### config.mk
export PLATFORM = sky130hd
export DESIGN_NAME = pwm_shadow_loader
export DESIGN_NICKNAME = d
export VERILOG_FILES = /design/src/rtl/pwm_shadow_loader.sv
export SDC_FILE = /design/constraint.sdc
export NUM_CORES = 1
export LEC_CHECK = 0
export ABC_CLOCK_PERIOD_IN_PS = 2900
export BUFFER_PORTS_ARGS = -buffer_cell sky130_fd_sc_hd__clkbuf_2
export CAP_MARGIN = 30
export CORE_MARGIN = 5
export CORE_UTILIZATION = 55
export DETAILED_ROUTE_END_ITERATION = 6
export MAX_ROUTING_LAYER = met4
export PLACE_DENSITY = 0.84
export SLEW_MARGIN = 20
export SYNTH_ARGS = -nofsm -noshare
export SYNTH_HDL_FRONTEND = slang
export SYNTH_SLANG_ARGS = --single-unit
export TNS_END_PERCENT = 5
### constraint.sdc
create_clock -name clk -period 2.9 [get_ports clk]
set_clock_uncertainty 0.15 [all_clocks]
set_input_delay 0.29 -clock clk [delete_from_list [all_inputs] [get_ports clk]]
set_output_delay 0.29 -clock clk [all_outputs]
set_load 0.005 [all_outputs]
### src/rtl/pwm_shadow_loader.sv
// Shadow period/compare buffer for one PWM channel.
// Commits the buffered pair to the active registers on a qualifying mask event.
`ifndef PWMCOUNT_WIDTH
`define PWMCOUNT_WIDTH 16
`endif

module pwm_shadow_loader #(
    parameter int WIDTH      = `PWMCOUNT_WIDTH,
    parameter int RST_PERIOD = 1000,
    parameter int SKIP_W     = 4
) (
    input  logic              clk,
    input  logic              reset,
    input  logic              maskevent,
    input  logic              wr_valid,
    output logic              wr_ready,
    input  logic [WIDTH-1:0]  wr_period,
    input  logic [WIDTH-1:0]  wr_compare,
    input  logic [SKIP_W-1:0] skip,
    input  logic              flush,
    output logic [WIDTH-1:0]  period_act,
    output logic [WIDTH-1:0]  compare_act,
    output logic              pending,
    output logic              load_done
);

    typedef enum logic {
        IDLE    = 1'b0,
        PENDING = 1'b1
    } state_t;

    state_t            state;
    logic [WIDTH-1:0]  shadow_period;
    logic [WIDTH-1:0]  shadow_compare;
    logic [SKIP_W-1:0] skip_cnt;

    logic              accept;
    logic [WIDTH-1:0]  clamped_compare;

    assign wr_ready = (state == IDLE) && !flush;
    assign pending  = (state == PENDING);
    assign accept   = wr_valid && wr_ready;

    // Compare above period would never match the carrier; pin it to period.
    assign clamped_compare = (wr_compare > wr_period) ? wr_period : wr_compare;

    always_ff @(posedge clk or posedge reset) begin
        if (reset) begin
            state          <= IDLE;
            shadow_period  <= '0;
            shadow_compare <= '0;
            skip_cnt       <= '0;
            period_act     <= WIDTH'(RST_PERIOD);
            compare_act    <= '0;
            load_done      <= 1'b0;
        end else begin
            load_done <= 1'b0;
            unique case (state)
                IDLE: begin
                    if (accept) begin
                        shadow_period  <= wr_period;
                        shadow_compare <= clamped_compare;
                        skip_cnt       <= skip;
                        state          <= PENDING;
                    end
                end
                PENDING: begin
                    // Flush wins over a coincident mask event.
                    if (flush) begin
                        state <= IDLE;
                    end else if (maskevent) begin
                        if (skip_cnt == '0) begin
                            period_act  <= shadow_period;
                            compare_act <= shadow_compare;
                            load_done   <= 1'b1;
                            state       <= IDLE;
                        end else begin
                            skip_cnt <= skip_cnt - 1'b1;
                        end
                    end
                end
                default: state <= IDLE;
            endcase
        end
    end

endmodule

==> flow_summary.toml, run 1 <==
[synthesis]
synth_ff_type = "dfrtp_1"
syn_inst = 346
synth_top_area_share = 0.448
synth_nets = 405
ys_types = 37
synth_edf_count = 0
yosysWarnings = 0
syn_avg_cell_area_um2 = 10.3
syn_area_um2 = 3570
synth_area_leaders = "dfrtp_1, mux2_2, ha_1"
ys_ff_latch = 70
synth_area_leader_cell = "dfrtp_1"
async_flop_share = 1.00
ys_seq_area_frac = 0.492

[cells_and_area]
mostFrequentLayoutCells = "clkbuf_2, dfrtp_1, nand2_1, o21ai_0, mux2_2"
multi_input_area_um2 = 1650
final-seq-area_um2 = 1760
post-route-util = 0.672
num-fill-cells = 460
syn2layout_area_growth_pct = 19.4
layout_commonest_cell = "clkbuf_2"
diodes = 0
fin_nets = 482
drive_above_1_share = 0.343

[sta]
finalHoldViolCount = 0
min_period_over_period = 0.763
min_period_ns = 2.21
tns_ns = 0
relSlewSlack = 0.506
max_clock_freq_mhz = 452
rsz0062_at_grt = "false"
slew_violations = 0
setup_viol = 0
tightestPinTransition_ns = 0.740

[setup_path]
worstPathMaxFanout = 14
cp_top_family = "compound AO/OA/AOI/OAI gates"
worstPathArrival_ns = 2.28
path_cells = "clkbuf_2 > inv_1 > ha_1 > a21oi_1 > nand2_1 > o2bb2ai_2 > or4_1 > buf_4 > a311o_1"
end_kind = "register"
required_ns = 2.97
cp_slowest_cell = "or4_1"
startpoint_type = "input pin"
critPathKind = "in2reg"
max_stage_delay_ns = 0.53
path_buf_inv = 3

[floorplan]
rows = 29
start_util = 0.563
ios = 76
die_y_um = 90.6
coreArea_um2 = 6350
die_x_um = 90.6
die_area_um2 = 8210

[cts]
cts_root_buf = "clkbuf_8"
clock_latency_ns = 0.34
cts_hold_buf = 1
cts.clk_slew.worst_paths_ns = 0.07
post-cts-setup-buffer-count = 0
cts_buffers = 9
cts_resized = 0
cts_tree = "yes"
cts_sinks = 70
clk_path_buf_depth = 2
cts_max_level = 3

[placement]
hpwl_um = 6250
place_congestion = 0.873
port_buffers = 75

[grt]
grt_first_pass_wirelength_um = 14700
overflow = 0
grt_pass1_vias = 3145
grt_util_all_layers = 0.227
antenna_found_initial = 0
grt_max_degree = 49

[hold_path]
hold_class = "in2reg"

[drt]
wirelength_um = 8560
via_per_inst = 5.78
vias = 2919
drt_pass1_iterations = 4
drc = 0
drt-initial-drc-count = 168
wire_per_inst_um = 16.9
ant_nets = 0

[power]
power.leakage_nw = 2.16
power.density_nw_per_um2 = 654
ir_drop_mv = 0.402

[status]
outcome = "completed"

[flow_run]
cap_violations = 0
==> metal layers <==
metal,track usage,vias up,wire length (um)
met2,0.356,119,4160
met5,-,-,0
met1,0.278,1398,3660
li1,-,1383,-
met3,0.0567,19,554
met4,0.0968,0,182
==> logic make-up after synthesis <==
| logic type | count (synthesis) | synth area share |
|---|---|---|
| fa+ha+maj | 18 | 0.0630 |
| buf+inv | 42 | 0.0473 |
| flops | 70 | 0.492 |
| mux | 32 | 0.101 |
| compound gates | 71 | 0.139 |
| simple gates | 113 | 0.158 |
==> path summary, 6_finish.rpt <==
| path | startpoint | to | slack, ns | cells after the start |
|---|---|---|---|---|
| min in group asynchronous | reset | period_act[2]$_DFFE_PP0P_ | 0.46 | 3 |
| max in group asynchronous | reset | period_act[5]$_DFFE_PP1P_ | 1.42 | 4 |
| worst max register to register | skip_cnt[0]$_DFFE_PP0P_ | compare_act[8]$_DFFE_PP0P_ | 0.82 | 7 |
| worst min-delay path | skip[2] | skip_cnt[2]$_DFFE_PP0P_ | 0.03 | 3 |
| worst min register to register | shadow_period[15]$_DFFE_PP0P_ | shadow_period[15]$_DFFE_PP0P_ | 0.33 | 2 |
| worst max-delay path | wr_period[14] | shadow_compare[14]$_DFFE_PP0P_ | 0.69 | 9 |
==> worst reg2reg max path: stages, from the launching register on <==
cell      delay [ns]
dfrtp_1         0.35
inv_1           0.08
ha_1            0.19
nor3b_1         0.15
and2_1          0.17
nand3b_1        0.08
buf_4           0.39
mux2_2          0.40
==> synth_stat cells (4+ instances only) <==
library cell	n
nor2_1	23
a311o_1	15
dfstp_2	6
a21oi_1	9
nand2_1	55
o21ai_0	33
nor4b_1	15
clkbuf_1	16
dfrtp_1	64
ha_1	18
nor2b_1	4
inv_1	21
mux2_2	32
==> sequential cells by signal, indices dropped and copies added, names as in the netlist <==
| register | flops |
|---|---|
| period_act | 16 |
| compare_act | 16 |
| load_done | 1 |
| skip_cnt | 4 |
| pending | 1 |
| shadow_period | 16 |
| shadow_compare | 16 |
==> per-stage QoR <==
step                      instance area (um2)  hold WS (ns)  instances  power [mW]  worst slack [ns]
final                                    4270        0.0342        505        2.79             0.687
after global routing                     4270        0.0398        505        2.97             0.656
after CTS                                4270        0.0282        505        2.81             0.710
after detailed placement                 4060         0.297        488        2.02             0.369
after global placement                   4040         0.285        487        1.98             0.401
after floorplan                          3570         0.264        346        1.73             0.580
==> power by group <==
group	internal (mW)	switching [mW]	total (mW)
registers	1.22	0.132	1.36
clock network	0.444	0.350	0.793
logic	0.334	0.306	0.640
==> layout make-up <==
cell class / instances / area share
well taps: 77 / 0.0226
clock inverters: 3 / 0.00997
clock buffers: 13 / 0.0372
flip-flops and latches: 70 / 0.412
inverters: 21 / 0.0185
multi-input cells: 234 / 0.386
repair buffers: 87 / 0.113
Power figures use the tool's default switching activity.
==> run 2: changes to the inputs <==
--- a/config.mk
+++ b/config.mk
@@ -5,14 +5,14 @@
 export SDC_FILE = /design/constraint.sdc
 export NUM_CORES = 1
 export LEC_CHECK = 0
-export ABC_CLOCK_PERIOD_IN_PS = 2900
+export ABC_CLOCK_PERIOD_IN_PS = 2000
 export BUFFER_PORTS_ARGS = -buffer_cell sky130_fd_sc_hd__clkbuf_2
 export CAP_MARGIN = 30
 export CORE_MARGIN = 5
-export CORE_UTILIZATION = 55
+export CORE_UTILIZATION = 49
 export DETAILED_ROUTE_END_ITERATION = 6
 export MAX_ROUTING_LAYER = met4
-export PLACE_DENSITY = 0.84
+export PLACE_DENSITY = 0.8
 export SLEW_MARGIN = 20
 export SYNTH_ARGS = -nofsm -noshare
 export SYNTH_HDL_FRONTEND = slang
==> constraint.sdc (replaced) <==
create_clock -name clk -period 2 [get_ports clk]
set_clock_uncertainty 0.15 [all_clocks]
set_input_delay 0.2 -clock clk [delete_from_list [all_inputs] [get_ports clk]]
set_output_delay 0.2 -clock clk [all_outputs]
set_load 0.005 [all_outputs]
==> flow_summary.toml, run 2 (synthesized netlist as in run 1, its figures left out) <==
[sta]
relSlewSlack = 0.751
min_period_over_period = 0.974
tightestPinTransition_ns = 0.372
finalHoldViolCount = 0
min_period_ns = 1.95
rsz0062_at_grt = "true"
max_clock_freq_mhz = 513
setup_viol = 0
hold_ws_ns = 0.0111
slew_violations = 0

[drt]
vias = 3168
wire_per_inst_um = 16.8
drt_pass1_iterations = 4
via_per_inst = 5.48
drt-initial-drc-count = 152
drc = 0
ant_nets = 0
top_layer_used = "met4"
met3_length_um = 602
wirelength_um = 9730
met2_length_um = 4710
m1WireLength_um = 4090

[placement]
port_buffers = 75
placedCellCount = 544
place_congestion = 0.816
hpwl_um = 6600

[power]
p_comb_frac = 0.258
power_frac_seq = 0.466
power.leakage_nw = 2.44
power.density_nw_per_um2 = 844
switchingPower_mw = 1.25
intPower_mw = 2.98
swShare = 0.295
pwr-share-clk = 0.276
p_total_mw = 4.23
ir_drop_mv = 0.617

[cells_and_area]
drive_above_1_share = 0.455
fin_nets = 533
mostFrequentLayoutCells = "clkbuf_2, dfrtp_1, nand2_1, buf_4, o21ai_0"
layout_commonest_cell = "clkbuf_2"
num-fill-cells = 512
post-route-util = 0.698
diodes = 0
syn2layout_area_growth_pct = 40.1
instances_no_fill = 578

[cts]
cts.clk_slew.worst_paths_ns = 0.08
cts_sinks = 70
cts_root_buf = "clkbuf_8"
cts_tree = "yes"
cts_buffers = 9
clk_path_buf_depth = 2
clock_latency_ns = 0.36
cts_max_level = 3

[grt]
grt_util_all_layers = 0.227
antenna_found_initial = 0
grt_first_pass_wirelength_um = 15500
grt_max_degree = 71
overflow = 0
grt_pass1_vias = 3278

[floorplan]
die_y_um = 95.4
die_area_um2 = 9100
coreArea_um2 = 7180
die_x_um = 95.4
rows = 31
start_util = 0.498
ios = 76

[setup_path]
cp_slowest_cell = "dfrtp_1"
path_buf_inv = 3
r2r_end = "period_act[2]$_DFFE_PP0P_"
path_cells = "inv_1 > ha_1 > nor3b_2 > and2_4 > nand3b_1 > buf_6 > clkbuf_16 > mux2_2"
critPathLaunch = "skip_cnt[0]$_DFFE_PP0P_"
startpoint_type = "register"
reg2reg_depth = 8
worstPathArrival_ns = 2.04
required_ns = 2.09
r2r-start = "skip_cnt[0]$_DFFE_PP0P_"
end_kind = "register"
cp_top_family = "simple AND/OR/NAND/NOR gates"
worst-path-stages = 8
worstPathMaxFanout = 8
critPathKind = "reg2reg"
max_stage_delay_ns = 0.38
crit_path_end = "period_act[2]$_DFFE_PP0P_"
rrSetupSlack_ns = 0.05

[hold_path]
hold_class = "in2reg"

[flow_run]
cap_violations = 0

[status]
outcome = "completed"
-- run 2: changes by cell type in the layout (fill, tap and decap cells not counted), sizes merged --
cell / delta
buf: +36
dlygate4sd3: +13
clkinv: +2
-- run 2: routing by layer --
metal / GRT usage / up-vias
met3: 0.0347 / 30
met4: 0.123 / 0
li1: - / 1488
met5: - / -
met2: 0.348 / 122
met1: 0.291 / 1528
-- run 2: cell type report --
cell class	count	area, um2	share of cell area
clock inverter	5	60.1	0.0120
inverter	21	88.8	0.0177
clock buffer	11	141	0.0282
timing repair buffer	138	980	0.196
multi-input combinational	234	1860	0.370
tap	99	124	0.0247
sequential	70	1760	0.351
-- run 2: worst reg2reg max path, delay by kind of cell, from the launching register on --
family	cells	cell delay, ns
buf+inv	3	0.43
simple gates	3	0.45
flops	1	0.38
mux	1	0.27
fa+ha+maj	1	0.16
-- run 2: power by group through the flow --
stage / Clock, mW / Combinational, mW / Sequential [mW]
after floorplan: 0 / 0.604 / 1.96
after global placement: 0 / 1.02 / 1.97
after detailed placement: 0 / 1.06 / 1.99
after CTS: 1.18 / 1.09 / 1.97
after global routing: 1.24 / 1.23 / 2.01
final: 1.16 / 1.09 / 1.97
-- run 2: worst min path at each step --
stage | startpoint | slack (ns) | end | depth (start not counted)
after floorplan | wr_period[0] | 0.17 | shadow_period[0]$_DFFE_PP0P_ | 2
after global placement | reset | 0.14 | period_act[4]$_DFFE_PP0P_ | 3
after detailed placement | reset | 0.15 | load_done$_DFF_PP0_ | 3
after CTS | wr_compare[0] | 0.003 | shadow_compare[0]$_DFFE_PP0P_ | 3
after global routing | wr_period[8] | 0.006 | shadow_compare[8]$_DFFE_PP0P_ | 2
final | wr_compare[0] | 0.01 | shadow_compare[0]$_DFFE_PP0P_ | 3
-- run 2: metrics by stage --
| stage | area [um2] | setup TNS, ns | setup WS, ns |
|---|---|---|---|
| CTS | 4910 | 0 | 0.0142 |
| global route | 5010 | -1.07 | -0.0739 |
| detailed placement | 4570 | -4.43 | -0.333 |
| global placement | 4560 | -4.31 | -0.288 |
| finish | 5010 | 0 | 0.0515 |
| floorplan | 3780 | -8.99 | -0.120 |
-- run 2: repair_timing --
| item | 4_1_cts | 5_1_grt |
|---|---|---|
| hold buffers | 14 | 0 |
| endpoints found under the setup margin | 0 | 47 |
| endpoints found under the hold margin | 77 | 0 |
| gates resized for setup | 0 | 8 |
| setup buffers | 0 | 1 |
